--- src/rtl/reg_bank_pkg.sv ---
// Shared definitions for the control/status register bank and its upstream api block.
package reg_bank_pkg;

    localparam logic [3:0] REG_EV_ACK   = 4'd0;
    localparam logic [3:0] REG_EV       = 4'd1;
    localparam logic [3:0] REG_IRQ_MASK = 4'd2;
    localparam logic [3:0] REG_CFG_BASE = 4'd4;

    typedef enum logic [1:0] {IDLE, ASSERT, HOLDOFF} irq_state_t;

endpackage

--- src/rtl/reg_bank_if.sv ---
// Register-write stream from api into reg_bank, plus the event/irq return path.
interface reg_bank_if;

    logic [31:0] wr_reg;
    logic [3:0]  wr_reg_addr;
    logic        wr_reg_changed;
    logic [31:0] ev_reg;
    logic        irq_req;

    modport master (
        output wr_reg, wr_reg_addr, wr_reg_changed,
        input  ev_reg, irq_req
    );

    modport slave (
        input  wr_reg, wr_reg_addr, wr_reg_changed,
        output ev_reg, irq_req
    );

endinterface

--- src/rtl/toggle_detect.sv ---
// Turns a level-toggle handshake into a one-cycle strobe per toggle.
module toggle_detect (
    input  logic clk,
    input  logic reset,
    input  logic tog,
    output logic stb
);

    logic tog_q;

    // Tracking the live level through reset means a toggle left high across reset is not a write.
    always_ff @(posedge clk) begin
        tog_q <= tog;
    end

    assign stb = (tog ^ tog_q) & ~reset;

endmodule

--- src/rtl/reg_bank.sv ---
// Control/status register bank: IRQ mask, config registers, sticky events and IRQ hold-off.
module reg_bank #(
    parameter int unsigned NUM_CFG = 8,
    parameter int unsigned HOLDOFF = 64
) (
    input  logic                   clk,
    input  logic                   reset,
    reg_bank_if.slave              bus,
    input  logic [31:0]            events,
    output logic [31:0]            irq_mask,
    output logic [NUM_CFG*32-1:0]  cfg,
    output logic [NUM_CFG-1:0]     cfg_stb
);

    import reg_bank_pkg::*;

    localparam int unsigned    CntW    = $clog2(HOLDOFF + 1);
    localparam logic [CntW-1:0] CntLoad = CntW'(HOLDOFF - 1);

    logic                      wr_stb;
    logic                      ack_wr;
    logic                      mask_wr;
    logic                      masked;
    logic [31:0]               clr;
    logic [NUM_CFG-1:0]        cfg_hit;
    logic [31:0]               pending_q;
    logic [31:0]               irq_mask_q;
    logic [NUM_CFG-1:0][31:0]  cfg_q;
    logic [NUM_CFG-1:0]        cfg_stb_q;
    irq_state_t                state_q;
    logic [CntW-1:0]           cnt_q;
    logic                      irq_q;

    toggle_detect u_toggle_detect (
        .clk   (clk),
        .reset (reset),
        .tog   (bus.wr_reg_changed),
        .stb   (wr_stb)
    );

    assign ack_wr  = wr_stb && (bus.wr_reg_addr == REG_EV_ACK);
    assign mask_wr = wr_stb && (bus.wr_reg_addr == REG_IRQ_MASK);
    assign clr     = ack_wr ? bus.wr_reg : 32'h0;
    assign masked  = |(pending_q & irq_mask_q);

    always_comb begin
        cfg_hit = '0;
        for (int k = 0; k < NUM_CFG; k++) begin
            if (wr_stb && (bus.wr_reg_addr == REG_CFG_BASE + 4'(k))) begin
                cfg_hit[k] = 1'b1;
            end
        end
    end

    always_ff @(posedge clk) begin
        if (reset) begin
            pending_q  <= '0;
            irq_mask_q <= '0;
            cfg_q      <= '0;
            cfg_stb_q  <= '0;
            state_q    <= reg_bank_pkg::IDLE;
            cnt_q      <= '0;
            irq_q      <= 1'b0;
        end else begin
            // Set wins over clear on the same bit.
            pending_q <= (pending_q & ~clr) | events;
            if (mask_wr) begin
                irq_mask_q <= bus.wr_reg;
            end
            for (int k = 0; k < NUM_CFG; k++) begin
                if (cfg_hit[k]) begin
                    cfg_q[k] <= bus.wr_reg;
                end
            end
            cfg_stb_q <= cfg_hit;

            unique case (state_q)
                reg_bank_pkg::IDLE: begin
                    if (masked) begin
                        state_q <= reg_bank_pkg::ASSERT;
                        irq_q   <= 1'b1;
                    end
                end
                reg_bank_pkg::ASSERT: begin
                    if (ack_wr) begin
                        state_q <= reg_bank_pkg::HOLDOFF;
                        cnt_q   <= CntLoad;
                        irq_q   <= 1'b0;
                    end else if (!masked) begin
                        state_q <= reg_bank_pkg::IDLE;
                        irq_q   <= 1'b0;
                    end
                end
                reg_bank_pkg::HOLDOFF: begin
                    if (ack_wr) begin
                        cnt_q <= CntLoad;
                    end else if (cnt_q == '0) begin
                        state_q <= reg_bank_pkg::IDLE;
                    end else begin
                        cnt_q <= cnt_q - CntW'(1);
                    end
                end
                default: begin
                    state_q <= reg_bank_pkg::IDLE;
                    irq_q   <= 1'b0;
                end
            endcase
        end
    end

    assign bus.ev_reg  = pending_q;
    assign bus.irq_req = irq_q;
    assign irq_mask    = irq_mask_q;
    assign cfg         = cfg_q;
    assign cfg_stb     = cfg_stb_q;

endmodule

--- src/flat_wrapper.sv ---
// flat-port wrapper written by rule: the top's interface ports become plain ports
module reg_bank_flat import reg_bank_pkg::*;
#(
    parameter int unsigned NUM_CFG = 8,
    parameter int unsigned HOLDOFF = 64
)
  (clk, reset, events, irq_mask, cfg, cfg_stb, bus_wr_reg, bus_wr_reg_addr, bus_wr_reg_changed, bus_ev_reg, bus_irq_req);
  reg_bank_if bus_i ();
  input  logic clk;
  input  logic reset;
  input  logic [31:0] events;
  output logic [31:0] irq_mask;
  output logic [NUM_CFG*32-1:0] cfg;
  output logic [NUM_CFG-1:0] cfg_stb;
  input wire logic [$bits(bus_i.wr_reg)-1:0] bus_wr_reg;
  input wire logic [$bits(bus_i.wr_reg_addr)-1:0] bus_wr_reg_addr;
  input wire logic [$bits(bus_i.wr_reg_changed)-1:0] bus_wr_reg_changed;
  output wire logic [$bits(bus_i.ev_reg)-1:0] bus_ev_reg;
  output wire logic [$bits(bus_i.irq_req)-1:0] bus_irq_req;
  assign bus_i.wr_reg = bus_wr_reg;
  assign bus_i.wr_reg_addr = bus_wr_reg_addr;
  assign bus_i.wr_reg_changed = bus_wr_reg_changed;
  assign bus_ev_reg = bus_i.ev_reg;
  assign bus_irq_req = bus_i.irq_req;
  reg_bank #(.NUM_CFG(NUM_CFG), .HOLDOFF(HOLDOFF)) u_core (.clk(clk), .reset(reset), .bus(bus_i), .events(events), .irq_mask(irq_mask), .cfg(cfg), .cfg_stb(cfg_stb));
endmodule
--- config.mk ---
export PLATFORM = sky130hd
export DESIGN_NAME = reg_bank_flat
export DESIGN_NICKNAME = d
export VERILOG_FILES = /design/src/rtl/reg_bank_pkg.sv /design/src/rtl/reg_bank_if.sv /design/src/rtl/toggle_detect.sv /design/src/rtl/reg_bank.sv /design/src/flat_wrapper.sv
export SDC_FILE = /design/constraint.sdc
export NUM_CORES = 1
export LEC_CHECK = 0
export ABC_AREA = 1
export ABC_CLOCK_PERIOD_IN_PS = 2000
export BUFFER_PORTS_ARGS = -buffer_cell sky130_fd_sc_hd__buf_4
export CAP_MARGIN = 30
export CORE_UTILIZATION = 45
export CTS_CLUSTER_DIAMETER = 100
export DETAILED_ROUTE_END_ITERATION = 16
export PLACE_DENSITY_LB_ADDON = 0.05
export REMOVE_ABC_BUFFERS = 1
export SETUP_SLACK_MARGIN = 0.5
export SLEW_MARGIN = 10
export SYNTH_ARGS = -nofsm -noshare
export SYNTH_HDL_FRONTEND = slang
export SYNTH_HIERARCHICAL = 1
export SYNTH_SLANG_ARGS = --single-unit
--- constraint.sdc ---
create_clock -name clk -period 2 [get_ports clk]
set_clock_uncertainty 0.15 [all_clocks]
set_input_delay 0.1 -clock clk [delete_from_list [all_inputs] [get_ports clk]]
set_output_delay 0.1 -clock clk [all_outputs]
set_load 0.01 [all_outputs]
==> flow_metrics.tcl, run 1 <==
set metrics [dict create \
    ys_ff_latch 339 \
    hold_path_class "in2reg" \
    crit_required_ns 2.23 \
    diodes 0 \
    clkTransAtPathRegs_ns 0.06 \
    p_total_w 0.0157 \
    powerDensity_mw_per_mm2 788 \
    die_x_um 162 \
    yosysTopAreaCellShare_pct 58.7 \
    grt_pass1_wl_mm 63.6 \
    holdWs_ns -0.0469 \
    grt_pass1_vias 10800 \
    synth_edf_count 0 \
    top_level_ports 400 \
    largest_reg_flops 256 \
    avgViaCountPerCell 5.75 \
    start_kind "register" \
    violations "hold timing" \
    wl_per_cell_um 24.5 \
    cts_buffers 36 \
    core-area_mm2 0.0252 \
    wirelength_mm 54.7 \
    maxCapViolations 0 \
    p_int_w 0.0120 \
    comb_power_share_pct 8.6 \
    synthFlopType "dfxtp_1" \
    antenna_found_initial 1 \
    p_leak_nw 8.79 \
    power_frac_clock_pct 46.8 \
    insertion_delay_ns 0.53 \
    yosysMostFrequentCell "dfxtp_1" \
    overflow 0 \
    vias 12800 \
    min_period_ns 1.96 \
    clock_sink_count 339 \
    drive_above_1_share_pct 42.9 \
    grt_use_total_pct 31.6 \
    cts_tree "built" \
    postSynth.asyncResetShare_pct 0 \
    place.gp.congestion 0.802 \
    detail-route-antenna-nets 0 \
    clockBufferDepth 3 \
    status "finished, violations left" \
    setup_violations 0 \
    rows 58 \
    slew-limit-headroom_pct 48.3 \
    fillers 1666 \
    p_sw_share_pct 23.5 \
    dieArea_mm2 0.0264 \
    yosysTopAreaCell "dfxtp_1" \
    die_y_um 162 \
    grt_setup_unrepaired "yes" \
    final_net_count 1946 \
    drcViolationCount 0 \
    critical_path_class "reg2reg" \
    tightest_slew_ns 0.773 \
    hold_viol 3 \
    syn_area_mm2 0.0116 \
    h-tree-depth 2 \
    drt_iter0_drc 1412 \
    io_buffer_count 399 \
    area_growth_pct 72.0 \
    max_freq_mhz 510 \
    initial_core_util_pct 45.9 \
    drt_pass1_iterations 5 \
    synth_area_leaders "dfxtp_1 59%, a21oi_1 14%, o21ai_0 13%" \
    yosysWarnings 6 \
    final_util_pct 79.0 \
    vdd_drop_max_uv 811 \
    cp.arrival_ns 2.19 \
    critPathMaxFanout 6 \
    switchingPower_w 0.00368 \
    seq_power_share_pct 44.6 \
    synth_area_per_cell_um2 8.73 \
    endpoint_kind "register" \
    fin_crit_sh_pct 98.1 \
    synthCells 1326 \
    yosysSeqAreaShare_pct 58.7 \
    ys_types 29 \
    grt_start_max_net_pins 66 \
    root_buffer "clkbuf_16" \
    synth_common_cells "339 x dfxtp_1, 319 x a21oi_1, 294 x o21ai_0" \
    drv_slew 0 \
    hpwlAfterDp_mm 24.7 \
]
## cell type report
cell class	instances	area (um2)	share of cell area [%]
flip-flops and latches	339	6790	34.1
repair buffers	604	6230	31.3
multi-input cells	805	4830	24.3
clock buffers	50	1060	5.35
well taps	330	413	2.07
inverters	87	354	1.78
clock inverters	14	228	1.14
## kinds of logic (layout without fill, tap and decap cells)
logic type,Yosys count,in the layout,synth area share (%)
fa+ha+maj,2,2,0.216
buf+inv,183,755,6.70
simple gates,156,157,6.42
compound gates,646,646,28.0
flops,339,339,58.7
## per-stage QoR
stage	std cells	setup WS (ns)	setup TNS, ns	area, um2	hold WS [ns]
final	2229	0.0373	0	19900	-0.0469
after global routing	2229	0.0106	0	19900	-0.0370
after CTS	2166	0.233	0	18100	-0.0429
after detailed placement	1991	0.0174	0	15000	0.0823
after global placement	1991	0.0891	0	15000	0.0749
after floorplan	1230	-1.76	-511.37	11100	-0.0223
## layout by cell type, fill, tap and decap left out, types with 42 or more instances in the layout
| cell type | Yosys | routed |
|---|---|---|
| o21ai_0 | 294 | 185 |
| a21oi_2 | 0 | 72 |
| dlygate4sd3_1 | 0 | 69 |
| clkbuf_16 | 0 | 60 |
| nand2_1 | 79 | 70 |
| buf_12 | 0 | 42 |
| dfxtp_1 | 339 | 338 |
| a21oi_1 | 319 | 246 |
| nor2_1 | 50 | 44 |
| inv_1 | 50 | 42 |
| buf_4 | 9 | 413 |
| o21ai_2 | 0 | 89 |
## final timing paths
| path | start | end | slack (ns) | depth (start not counted) |
|---|---|---|---|---|
| max | u_core/u_toggle_detect/tog_q | u_core/cnt_q[2] | 0.04 | 11 |
| min | reset | u_core/cfg[200] | -0.05 | 5 |
| max reg2reg | u_core/u_toggle_detect/tog_q | u_core/cnt_q[2] | 0.04 | 11 |
| min reg2reg | u_core/bus.ev_reg[13] | u_core/bus.ev_reg[13] | 0.33 | 2 |
## critical path, cell delays in order, from the launching register on
cell and delay [ns]:
dfxtp_2 0.33, nand2_2 0.06, nand2_2 0.06, nor2_4 0.13, nand4_1 0.29, buf_12 0.26, nand2_4 0.07, nand2_4 0.06
nand2_4 0.12, inv_6 0.05, o21ai_1 0.15, a21oi_1 0.08
## power groups by stage
stage          registers [W]  clock network (W)  logic (W)
4_1_cts              0.00698            0.00731    0.00114
3_5_place_dp         0.00712                  0   0.000935
5_1_grt              0.00701            0.00762    0.00140
3_3_place_gp         0.00712                  0   0.000927
6_report             0.00700            0.00733    0.00135
2_1_floorplan        0.00718                  0   0.000328
## per-layer routing
metal	part of all wire (%)	global-route usage [%]
met1	39	40.4
met2	46	50.4
met3	10	8.15
met4	4.5	13.5
met5	0	0
## what timing repair did
item | in CTS | in global routing
resized for setup | 160 | 248
gates cloned | 18 | 32
endpoints found under the setup margin | 338 | 338
hold buffers | 67 | 2
pin swaps | 34 | 37
hold endpoints to repair | 319 | 11
setup buffers | 26 | 29
No activity file was read; power rests on OpenSTA's default activity.
==> run 2: changes to the inputs <==
--- a/config.mk
+++ b/config.mk
@@ -7,11 +7,12 @@
 export LEC_CHECK = 0
 export ABC_AREA = 1
 export ABC_CLOCK_PERIOD_IN_PS = 2000
-export BUFFER_PORTS_ARGS = -buffer_cell sky130_fd_sc_hd__buf_4
+export BUFFER_PORTS_ARGS = -buffer_cell sky130_fd_sc_hd__buf_2
 export CAP_MARGIN = 30
 export CORE_UTILIZATION = 45
 export CTS_CLUSTER_DIAMETER = 100
 export DETAILED_ROUTE_END_ITERATION = 16
+export GPL_ROUTABILITY_DRIVEN = 0
 export PLACE_DENSITY_LB_ADDON = 0.05
 export REMOVE_ABC_BUFFERS = 1
 export SETUP_SLACK_MARGIN = 0.5
==> run 2 against run 1 <==
The run now ends clean. Final area fell by 7.1%. Core utilization fell by 5.6 points. Die area did not move. Flip-flop and latch count did not move. Clock power fell by 4.5%. Largest cell class unchanged.
==> flow_metrics.tcl, run 2 (synthesis gave the netlist of run 1 again) <==
set metrics [dict create \
    avgViaCountPerCell 5.71 \
    wl_per_cell_um 24.3 \
    start_kind "register" \
    wl_met1_mm 20.7 \
    core-area_mm2 0.0252 \
    grt_start_max_net_pins 48 \
    max_freq_mhz 522 \
    insertion_delay_ns 0.53 \
    crit_required_ns 2.25 \
    top_layer_used "met4" \
    drt_pass1_iterations 5 \
    io_buffer_count 399 \
    die_x_um 162 \
    drcViolationCount 0 \
    hpwlAfterDp_mm 24.2 \
    endpoint_kind "register" \
    min_period_ns 1.91 \
    root_buffer "clkbuf_16" \
    stdcell_count 2225 \
    maxCapViolations 0 \
    area_growth_pct 59.9 \
    grt_setup_unrepaired "yes" \
    wl_met2_mm 24.9 \
    antenna_found_initial 3 \
    setup_tns_ns 0 \
    final_cell_mix "399 x buf_2, 338 x dfxtp_1, 288 x a21oi_1" \
    clock_sink_count 339 \
    clockBufferDepth 3 \
    drt_iter0_drc 1288 \
    final_util_pct 73.5 \
    rows 58 \
    h-tree-depth 2 \
    vdd_drop_max_uv 739 \
    powerDensity_mw_per_mm2 821 \
    setup_violations 0 \
    largest_reg_flops 256 \
    clkTransAtPathRegs_ns 0.06 \
    cp.arrival_ns 2.17 \
    multi_input_area_mm2 0.00455 \
    dieArea_mm2 0.0264 \
    grt_pass1_wl_mm 65.6 \
    cts_tree "built" \
    hold_viol 0 \
    p_leak_nw 8.67 \
    vias 12700 \
    initial_core_util_pct 45.9 \
    tightest_slew_ns 0.706 \
    die_y_um 162 \
    fin_crit_sh_pct 95.7 \
    final_common_cell "buf_2" \
    critical_path_class "reg2reg" \
    wirelength_mm 54.1 \
    top_level_ports 400 \
    status "completed" \
    drive_above_1_share_pct 38.8 \
    hold_path_class "in2reg" \
    final_net_count 1942 \
    wl_met3_mm 5.94 \
    critPathMaxFanout 8 \
    cts_buffers 37 \
    seqCellArea_mm2 0.00679 \
    detail-route-antenna-nets 0 \
    slew-limit-headroom_pct 53.0 \
    place_inst 1989 \
    fillers 1851 \
    grt_use_total_pct 32.7 \
    grt_pass1_vias 11000 \
    drv_slew 0 \
    overflow 0 \
]
## run 2: timing repair
item | CTS | global route
pin swaps | 5 | 24
gates resized for setup | 75 | 211
setup buffers | 28 | 20
endpoints found under the hold margin | 321 | 0
setup endpoints to repair | 338 | 338
cloned | 21 | 33
hold buffers | 69 | 0
## run 2: final timing paths
kind / start / endpoint / slack [ns] / cells after the start
worst max-delay path: u_core/u_toggle_detect/tog_q / u_core/cfg[120] / 0.09 / 10
worst min-delay path: bus_wr_reg_addr[1] / u_core/irq_mask[31] / 0.05 / 6
worst max register to register: u_core/u_toggle_detect/tog_q / u_core/cfg[120] / 0.09 / 10
worst min register to register: u_core/bus.ev_reg[14] / u_core/bus.ev_reg[14] / 0.32 / 2
## run 2: final cells by class
cell class | instances | area share (%)
timing repair buffer | 599 | 27.9
clock buffer | 48 | 5.68
clock inverter | 14 | 0.967
multi-input combinational | 805 | 24.6
sequential | 339 | 36.7
antenna | 3 | 0.0406
inverter | 87 | 1.90
tap | 330 | 2.23
## run 2: routing by layer
layer | vias up | GRT usage [%]
met2 | 817 | 53.7
met5 | - | 0
met4 | 0 | 13.3
met3 | 154 | 8.23
li1 | 5661 | -
met1 | 6062 | 41.0
## run 2: report_power, final
group / switching [W] / total, W / internal [W]
clock network: 0.00279 / 0.00700 / 0.00421
registers: 0.0000928 / 0.00699 / 0.00689
logic: 0.000702 / 0.00119 / 0.000491
## run 2: through the flow
step                      total power [W]  setup WS, ns  instance area (um2)  hold WS, ns
after detailed placement          0.00795        0.0533                14000       0.0852
after global placement            0.00794         0.112                14000       0.0882
after global routing               0.0156        0.0140                18500        0.104
after floorplan                   0.00751         -1.76                11100      -0.0223
after CTS                          0.0150         0.242                16900      0.00891
final                              0.0152        0.0858                18500       0.0542
## run 2: critical path, stage by stage, from the launching register on
cell and delay [ns]:
dfxtp_2 0.34, nor2_2 0.18, nor2_4 0.07, nand2_1 0.09, nor2_2 0.05, inv_4 0.17, nor2_8 0.05, buf_12 0.15
clkbuf_16 0.18, o21ai_0 0.28, a21oi_1 0.08
==> run 3: changes to the inputs <==
--- a/config.mk
+++ b/config.mk
@@ -5,14 +5,13 @@
 export SDC_FILE = /design/constraint.sdc
 export NUM_CORES = 1
 export LEC_CHECK = 0
-export ABC_AREA = 1
+export ABC_AREA = 0
 export ABC_CLOCK_PERIOD_IN_PS = 2000
 export BUFFER_PORTS_ARGS = -buffer_cell sky130_fd_sc_hd__buf_2
 export CAP_MARGIN = 30
 export CORE_UTILIZATION = 45
 export CTS_CLUSTER_DIAMETER = 100
 export DETAILED_ROUTE_END_ITERATION = 16
-export GPL_ROUTABILITY_DRIVEN = 0
 export PLACE_DENSITY_LB_ADDON = 0.05
 export REMOVE_ABC_BUFFERS = 1
 export SETUP_SLACK_MARGIN = 0.5
==> run 3 against run 2 <==
The flow now finishes with violations (setup timing). Sequential power decreased by 0.9%. Count of clock-buffer cells in the layout is 2 higher. Non-clock buffer count shrank 54. Routed wire length shrank 14%. Sequential share of layout area grew 2.6 points. Core utilization is 7.1 points lower. Cell count up 5.4%. Critical endpoint is now u_core/bus.ev_reg[16].
==> flow_metrics.tcl, run 3 <==
set metrics [dict create \
    status "finished, violations left" \
    violations "setup timing" \
    ys_ff_latch 339 \
    drt_pass1_iterations 5 \
    final_cell_mix "587 x nand2_1, 398 x buf_2, 336 x dfxtp_1" \
    grtUsageMet1_pct 39.6 \
    die_y_um 165 \
    cts_tree "built" \
    holdWs_ns 0.00483 \
    min_period_ns 2.16 \
    critPathMaxFanout 6 \
    cts_buffers 37 \
    fin_crit_sh_pct 108 \
    use_met2_pct 51.5 \
    layout_setup_ws_ns -0.156 \
    grt_start_max_net_pins 178 \
    grt_use_met3_pct 8.09 \
    diodes 0 \
    syn_area_mm2 0.0119 \
    vias 12300 \
    largest_reg_flops 256 \
    r2r_start "u_core/u_toggle_detect/tog_q" \
    min_from "reset" \
    hold_viol 0 \
    grt_setup_unrepaired "yes" \
    vdd_drop_max_uv 678 \
    synth_area_per_cell_um2 7.78 \
    top_level_ports 400 \
    dieArea_mm2 0.0272 \
    yosysTopAreaCellShare_pct 56.8 \
    ys_types 36 \
    yosysSeqAreaShare_pct 56.8 \
    drive_above_1_share_pct 31.6 \
    hpwlAfterDp_mm 28.0 \
    antenna_found_initial 1 \
    r2r_slack_ns -0.16 \
    busiest_layer "met2" \
    fillers 2338 \
    detail-route-antenna-nets 0 \
    drv_slew 0 \
    die_x_um 165 \
    hold_path_class "in2reg" \
    avgViaCountPerCell 5.23 \
    grt_use_total_pct 31.3 \
    crit_required_ns 2.22 \
    insertion_delay_ns 0.51 \
    grt_pass1_wl_mm 64.2 \
    yosysTopAreaCell "dfxtp_1" \
    area_growth_pct 44.7 \
    rows 59 \
    powerDensity_mw_per_mm2 836 \
    whs_path_depth 3 \
    endpoint_kind "register" \
    synth_common_cells "620 x nand2_1, 339 x dfxtp_1, 327 x a21oi_1" \
    cp.arrival_ns 2.37 \
    critical_path_class "reg2reg" \
    synthFlopType "dfxtp_1" \
    power_frac_clock_pct 45.8 \
    place.gp.congestion 0.827 \
    p_sw_share_pct 22.8 \
    h-tree-depth 2 \
    yosysWarnings 6 \
    multi_input_area_mm2 0.00502 \
    setup_violations 47 \
    clock_sink_count 339 \
    synthCells 1535 \
    maxCapViolations 0 \
    overflow 0 \
    clkTransAtPathRegs_ns 0.06 \
    seqCellArea_mm2 0.00679 \
    start_kind "register" \
    clockBufferDepth 3 \
    rr_worst_depth 9 \
    comb_power_share_pct 6.2 \
    tightest_slew_ns 0.837 \
    p_leak_nw 7.22 \
    seq_power_share_pct 47.9 \
    io_buffer_count 399 \
    dp_slack_ns -0.0132 \
    yosysMostFrequentCell "nand2_1" \
    core-area_mm2 0.0261 \
    hold-path-endpoint "u_core/bus.ev_reg[8]" \
    final_net_count 2063 \
    switchingPower_w 0.00329 \
    postSynth.asyncResetShare_pct 0 \
    initial_core_util_pct 45.8 \
    drcViolationCount 0 \
    wirelength_mm 46.5 \
    synth_edf_count 0 \
    slew-limit-headroom_pct 44.2 \
    worstReg2RegEnd "u_core/bus.ev_reg[16]" \
    wl_per_cell_um 19.8 \
    synth_area_leaders "dfxtp_1 57%, nand2_1 19%, a21oi_1 14%" \
    root_buffer "clkbuf_16" \
    drt_iter0_drc 1110 \
    final_common_cell "nand2_1" \
    max_freq_mhz 464 \
    grt_pass1_vias 10900 \
    p_int_w 0.0112 \
]
-- run 3: cell count changes after synthesis, moves of 5 or more --
cell / change
nand2_1: +541
buf_4: -9
a22oi_1: +16
clkbuf_1: +78
inv_2: -5
inv_1: -48
a21oi_1: +8
o21ai_0: -293
nand2b_1: +6
clkinv_1: -31
nor2_4: -5
buf_2: -34
o21ai_1: -31
-- run 3: how the worst max path moves through the flow --
stage | startpoint | endpoint | slack (ns) | cells past startpoint
after CTS | u_core/u_toggle_detect/tog_q | u_core/bus.ev_reg[15] | -0.02 | 9
after detailed placement | u_core/u_toggle_detect/tog_q | u_core/cnt_q[2] | -0.01 | 7
final | u_core/u_toggle_detect/tog_q | u_core/bus.ev_reg[16] | -0.16 | 9
after global placement | u_core/u_toggle_detect/tog_q | u_core/cnt_q[5] | 0.06 | 7
after floorplan | u_core/u_toggle_detect/tog_q | u_core/cfg[128] | -0.85 | 6
after global routing | u_core/u_toggle_detect/tog_q | u_core/bus.ev_reg[16] | -0.25 | 9
-- run 3: layer usage --
metal	wire length, um	vias to the layer above
met5	0	-
met1	18800	5727
li1	-	5882
met2	21800	558
met3	4360	97
met4	1490	0
-- run 3: timing repair --
item / 4_1_cts / 5_1_grt
hold endpoints to repair: 321 / 10
setup buffers: 9 / 10
pin swaps: 14 / 40
gates resized for setup: 45 / 75
hold buffers: 64 / 1
endpoints found under the setup margin: 338 / 338
gates cloned: 6 / 10
-- run 3: logic make-up (layout without fill, tap and decap cells) --
group	Yosys count	in the layout	synth area share, %
DFF	339	339	56.8
AOI/OAI and AO/OA	357	357	15.7
buffers and inverters	131	606	4.20
xor gates and xnor gates	1	1	0.0734
and+or+nand+nor	705	705	23.0
adders and majority gates	2	2	0.210
-- run 3: worst max-delay path, stage by stage (launching register included) --
cell and delay [ns]:
dfxtp_2 0.32, xnor2_2 0.13, nor2_2 0.12, or3b_4 0.42
nor3_4 0.23, buf_6 0.19, buf_8 0.15, nand2_1 0.08
a21oi_2 0.16, nor2_1 0.05
-- run 3: power by group through the flow --
stage	combinational, W	sequential, W	clock [W]
after floorplan	0.000153	0.00710	0
after global placement	0.000708	0.00706	0
after detailed placement	0.000713	0.00707	0
after CTS	0.000841	0.00692	0.00671
after global routing	0.000962	0.00693	0.00703
final	0.000902	0.00693	0.00662
-- run 3: stage by stage --
stage | instance area, um2 | cells | total power (W) | util (%) | TNS, ns
after floorplan | 11400 | 1406 | 0.00726 | - | -123.41
after global placement | 14500 | 2186 | 0.00777 | 55.7 | 0
after detailed placement | 14500 | 2186 | 0.00778 | 55.7 | -0.0132
after CTS | 16700 | 2324 | 0.0145 | 64.1 | -0.0868
after global routing | 17300 | 2345 | 0.0149 | 66.3 | -13.61
final | 17300 | 2345 | 0.0144 | 66.3 | -3.39
-- run 3: area by class of cell --
cell class	count	area share, %
clock buffers	50	6.16
clock inverters	9	0.565
inverters	2	0.0434
multi-input cells	1065	29.1
flip-flops and latches	339	39.3
well taps	335	2.43
repair buffers	545	22.4
